File: src/rtl/uart_tx_arbiter.sv
`default_nettype none
// ============================================================================
// Module      : uart_tx_arbiter
// Description : Arbitrates three message sources onto a byte-wide TX FIFO.
//               A winning requester's message (up to 8 bytes, left-aligned)
//               is latched at grant time and streamed one byte per cycle
//               while the FIFO is not full. Round-robin or fixed priority.
// Revision    : 1.0  initial release
// ----------------------------------------------------------------------------
// Ports
//   clk        in   1   rising-edge clock
//   rst        in   1   asynchronous active-low reset
//   req        in   3   per-requester request, held until its done pulse
//   msg0..2    in  64   payload, first byte sent is [63:56]
//   len0..2    in   4   byte count, legal 1..MAX_LEN
//   fifo_full  in   1   TX FIFO full flag
//   fifo_din   out  8   byte written to the FIFO (8'h00 when not writing)
//   fifo_wr_en out  1   FIFO write strobe
//   gnt        out  3   one-hot grant pulse
//   done       out  3   one-hot completion pulse
//   err_len    out  1   illegal-length pulse (coincides with done)
//   busy       out  1   high while not IDLE
// ============================================================================
module uart_tx_arbiter #(
  parameter int unsigned PRIO_MODE = 0,
  parameter int unsigned MAX_LEN   = 8
) (
  input  logic        clk,
  input  logic        rst,
  input  logic [2:0]  req,
  input  logic [63:0] msg0,
  input  logic [63:0] msg1,
  input  logic [63:0] msg2,
  input  logic [3:0]  len0,
  input  logic [3:0]  len1,
  input  logic [3:0]  len2,
  input  logic        fifo_full,
  output logic [7:0]  fifo_din,
  output logic        fifo_wr_en,
  output logic [2:0]  gnt,
  output logic [2:0]  done,
  output logic        err_len,
  output logic        busy
);

  localparam logic [3:0] c_max_len = 4'(MAX_LEN);

  typedef enum logic [1:0] {
    ST_IDLE = 2'd0,
    ST_SEND = 2'd1,
    ST_DONE = 2'd2
  } state_t;

  state_t      r_state;
  logic [2:0]  r_cnt;
  logic [1:0]  r_ptr;
  logic [1:0]  r_owner;
  logic [63:0] r_msg;
  logic [3:0]  r_len;
  logic        r_err_pend;
  logic [2:0]  r_gnt;
  logic [2:0]  r_done;
  logic        r_err_len;
  logic        r_wr_en;
  logic [7:0]  r_din;

  logic        w_win_vld;
  logic [1:0]  w_win_idx;
  logic [2:0]  w_win_oh;
  logic [2:0]  w_owner_oh;
  logic [63:0] w_msg_sel;
  logic [3:0]  w_len_sel;
  logic        w_len_ok;
  logic [63:0] w_msg_shift;
  logic [7:0]  w_byte;
  logic        w_last;

  // Winner selection. Round-robin starts searching just above the last
  // served index, so a reset pointer of 2 makes index 0 the first winner.
  always_comb begin
    w_win_vld = |req;
    w_win_idx = 2'd0;
    if (PRIO_MODE == 1) begin
      if (req[0])      w_win_idx = 2'd0;
      else if (req[1]) w_win_idx = 2'd1;
      else if (req[2]) w_win_idx = 2'd2;
    end else begin
      case (r_ptr)
        2'd0: begin
          if (req[1])      w_win_idx = 2'd1;
          else if (req[2]) w_win_idx = 2'd2;
          else if (req[0]) w_win_idx = 2'd0;
        end
        2'd1: begin
          if (req[2])      w_win_idx = 2'd2;
          else if (req[0]) w_win_idx = 2'd0;
          else if (req[1]) w_win_idx = 2'd1;
        end
        default: begin
          if (req[0])      w_win_idx = 2'd0;
          else if (req[1]) w_win_idx = 2'd1;
          else if (req[2]) w_win_idx = 2'd2;
        end
      endcase
    end
  end

  always_comb begin
    case (w_win_idx)
      2'd0:    begin w_msg_sel = msg0; w_len_sel = len0; end
      2'd1:    begin w_msg_sel = msg1; w_len_sel = len1; end
      default: begin w_msg_sel = msg2; w_len_sel = len2; end
    endcase
  end

  assign w_win_oh    = 3'b001 << w_win_idx;
  assign w_owner_oh  = 3'b001 << r_owner;
  assign w_len_ok    = (w_len_sel != 4'd0) && (w_len_sel <= c_max_len);
  // Shift the latched message so the current byte lands in the top lane.
  assign w_msg_shift = r_msg << {r_cnt, 3'b000};
  assign w_byte      = w_msg_shift[63:56];
  assign w_last      = ({1'b0, r_cnt} == (r_len - 4'd1));

  always_ff @(posedge clk or negedge rst) begin
    if (!rst) begin
      r_state    <= ST_IDLE;
      r_cnt      <= 3'd0;
      r_ptr      <= 2'd2;
      r_owner    <= 2'd0;
      r_msg      <= 64'd0;
      r_len      <= 4'd0;
      r_err_pend <= 1'b0;
      r_gnt      <= 3'd0;
      r_done     <= 3'd0;
      r_err_len  <= 1'b0;
      r_wr_en    <= 1'b0;
      r_din      <= 8'h00;
    end else begin
      // Pulse outputs default low every cycle.
      r_gnt     <= 3'd0;
      r_done    <= 3'd0;
      r_err_len <= 1'b0;
      r_wr_en   <= 1'b0;
      r_din     <= 8'h00;
      case (r_state)
        ST_IDLE: begin
          if (r_err_pend) begin
            // Finish the rejected grant; arbitration is held off this cycle
            // so the still-asserted request is not granted a second time.
            r_err_pend <= 1'b0;
            r_err_len  <= 1'b1;
            r_done     <= w_owner_oh;
            r_ptr      <= r_owner;
          end else if (w_win_vld) begin
            r_owner <= w_win_idx;
            r_gnt   <= w_win_oh;
            r_cnt   <= 3'd0;
            r_msg   <= w_msg_sel;
            r_len   <= w_len_sel;
            if (w_len_ok) r_state    <= ST_SEND;
            else          r_err_pend <= 1'b1;
          end
        end
        ST_SEND: begin
          if (!fifo_full) begin
            r_wr_en <= 1'b1;
            r_din   <= w_byte;
            r_cnt   <= r_cnt + 3'd1;
            if (w_last) r_state <= ST_DONE;
          end
        end
        ST_DONE: begin
          r_done  <= w_owner_oh;
          r_ptr   <= r_owner;
          r_state <= ST_IDLE;
        end
        default: r_state <= ST_IDLE;
      endcase
    end
  end

  assign fifo_din   = r_din;
  assign fifo_wr_en = r_wr_en;
  assign gnt        = r_gnt;
  assign done       = r_done;
  assign err_len    = r_err_len;
  assign busy       = (r_state != ST_IDLE);

endmodule
`default_nettype wire

File: config.mk
export PLATFORM = sky130hd
export DESIGN_NAME = uart_tx_arbiter
export DESIGN_NICKNAME = d
export VERILOG_FILES = /design/src/rtl/uart_tx_arbiter.sv
export SDC_FILE = /design/constraint.sdc
export NUM_CORES = 1
export LEC_CHECK = 0
export BUFFER_PORTS_ARGS = -buffer_cell sky130_fd_sc_hd__clkbuf_2
export CAP_MARGIN = 20
export CORE_MARGIN = 5
export CORE_UTILIZATION = 45
export DETAILED_ROUTE_END_ITERATION = 10
export PLACE_DENSITY_LB_ADDON = 0.2
export SLEW_MARGIN = 20
export SYNTH_ARGS = -nofsm -noshare
export SYNTH_HDL_FRONTEND = slang
export SYNTH_SLANG_ARGS = --single-unit
File: constraint.sdc
create_clock -name clk -period 2.26 [get_ports clk]
set_input_delay 0.113 -clock clk [delete_from_list [all_inputs] [get_ports clk]]
set_output_delay 0.113 -clock clk [all_outputs]
set_load 0.01 [all_outputs]
==> out/summary.txt <==
top cells by area, synth: dfrtp_1, a222oi_1, mux4_2, o21ai_0, nand2_1
Initial Util: 45.62%
Routed WL per cell: 18.94 um
worst path arrival time: 2.27 ns
Nets: 876
CTS tree: yes
# DRC: 0
Mapped Cells: 412
Starting DRT DRC Count: 566
first-pass GRT wire length: 24,250 um
Syn Std Cell Area: 4667 um^2
post-route minimum period: 2.028 ns
#FFs+latches synth: 94
CORE AREA: 10,230 um^2
Critical Path Sink Type: register
CP delay by family, top: simple AND/OR/NAND/NOR gates
largest net degree at the start of global routing: 59
Area Growth Syn to Fin: 40.54%
Mean Syn Cell Area: 11.33 um^2
Vias/cell: 5.765
Final ANT Viol Nets: 0
hold_buf cts: 36
Setup Buffers After CTS: 0
RSZ-0062 raised after global routing: no
routability cong.: 0.8357
Fillers: 856
leading area contributor after synthesis: dfrtp_1
worst path bufs/invs: 0
Synth top area share: 49.87%
CTS Root Cell: clkbuf_8
Fmax: 493.2 MHz
P_leak: 3.234 nW
Setup Total Neg Slack: 0 ns
Final Hold Viols: 0
Die Area: 12,510 um^2
final global-route overflow total: 0
Worst-path clk slew: 0.10 ns
Critical Path RT: 2.51 ns
critical path class: reg -> reg
# rows: 37
total power per unit cell area: 1175 nW/um^2
hold slack final: 0.04543 ns
chip width: 111.8 um
clock latency on the worst-skew pair: 0.36 ns
Finished Core Util: 64.11%
worst hold path type: in -> reg
# Max-Cap Violations: 0
Total GRT Usage: 24.10%
slowest cell delay on critical path: 0.62 ns
# port buffers: 226
peak fanout along the critical path: 58
WL final: 15,240 um
post_cts resized: 0
peak supply drop: 0.4344 mV
Max Slew Vio Count: 0
Slew @ Worst Pin: 0.6065 ns
clock skew: 0.01325 ns
share of layout cells above drive strength 1: 42.30%
H-tree depth: 3
# diodes: 0
HPWL after DPL: 11,170 um
syn nets: 624
initial antenna violation count: 0
cts bufs inserted: 9
Boundary Pins: 227
Die Span Y: 111.8 um
most frequent cells in the layout: clkbuf_2, dfrtp_1, nand2_1
critical-path cell list: or2_1 -> or3_4 -> a22o_1 -> a221o_1
yosys warns: 0
Unique masters post-synth: 36
Slowest-stage cell, CP: or3_4
most common cell after layout, fill and taps aside: clkbuf_2
Longest Clk Path Bufs: 2
crit start category: register
sequential area share after synthesis: 50.43%
final period utilization: 89.71%
routed via count: 4,641
vias in the first global route: 4,823
Final setup viols: 0
clk sinks: 94
DR pass1 iterations: 8
Rel. slew slack: 59.57%
outcome: finished, final reports clean
area by class of cell:
class,instances,area [um^2],share of cell area [%]
Multi-Input combinational cell,273,2147,32.74
Inverter,4,15.01,0.2289
Clock inverter,5,82.58,1.259
Timing Repair Buffer,282,1659,25.30
Sequential cell,94,2354,35.88
Tap cell,136,170.2,2.594
Clock buffer,11,131.4,2.003
per-stage QoR:
step	instance area, um^2	worst slack, ns	cells	power, mW
2_1_floorplan	4667	0.2827	412	5.336
3_3_place_gp	5974	0.3315	752	6.329
3_5_place_dp	5974	0.2671	752	6.477
4_1_cts	6549	0.2627	804	7.739
5_1_grt	6559	0.1178	805	8.255
6_report	6559	0.2324	805	7.709
tightest hold or removal path, stage by stage:
cell,delay (ns)
clkbuf_2,0.08
a222oi_1,0.05
o21ai_0,0.13
sequential cells by signal (all words and copies together), names as in the netlist:
signal      flops
r_state         2
fifo_din        8
r_len           4
r_ptr           2
r_owner         2
r_cnt           3
fifo_wr_en      1
gnt             3
done            3
err_len         1
r_err_pend      1
r_msg          64
report_power, final:
| part | internal [mW] | switching, mW |
|---|---|---|
| Clock | 0.629 | 0.592 |
| Sequential | 2.45 | 0.506 |
| Combinational | 1.76 | 1.78 |
per-layer routing:
| layer | GRT usage [%] | part of all wire (%) | up-vias | routed length, um |
|---|---|---|---|---|
| li1 | - | - | 2139 | - |
| met2 | 41.61 | 51 | 237 | 7730 |
| met4 | 8.516 | 2.6 | 0 | 403 |
| met3 | 3.750 | 6.4 | 45 | 973 |
| met5 | 0 | 0 | - | 0 |
| met1 | 30.80 | 40 | 2220 | 6137 |
logic make-up after synthesis:
logic type / after synthesis / share of synthesized area [%]
mux: 26 / 9.920
xor+xnor: 6 / 1.126
compound gates: 150 / 25.42
simple gates: 89 / 8.230
buf+inv: 45 / 4.343
fa+ha+maj: 2 / 0.5361
flops: 94 / 50.43
final timing paths:
path | start | endpoint | slack, ns | cells past startpoint
setup / recovery | r_state[1]$_DFFE_PN0P_ | r_msg[16]$_DFFE_PN0P_ | 0.23 | 4
hold / removal | msg2[12] | r_msg[12]$_DFFE_PN0P_ | 0.05 | 3
setup reg to reg | r_state[1]$_DFFE_PN0P_ | r_msg[16]$_DFFE_PN0P_ | 0.23 | 4
hold reg to reg | r_msg[27]$_DFFE_PN0P_ | r_msg[27]$_DFFE_PN0P_ | 0.48 | 2
max in group asynchronous | rst | r_msg[4]$_DFFE_PN0P_ | 1.31 | 3
min in group asynchronous | rst | gnt[1]$_DFF_PN0_ | 0.27 | 2
synthesized netlist by cell type (all sizes together):
library cell and instances:
xor2 4, dfrtp 93, nand2b 4, and3 1, a22o 20, nor2 16
mux4 16, or3 1, a222oi 50, a21o 2, a221o 18, ha 2
mux2 2, or2 1, nor2b 2, o21bai 1, dfstp 1, nand2 54
o211ai 1, buf 12, o31a 1, nor3 4, o2bb2ai 1, xnor2 2
nor3b 3, mux2i 8, o21ai 54, a21boi 1, inv 4, a21oi 1
nand3 1, and2 2, clkbuf 29
Power figures use the tool's default switching activity.
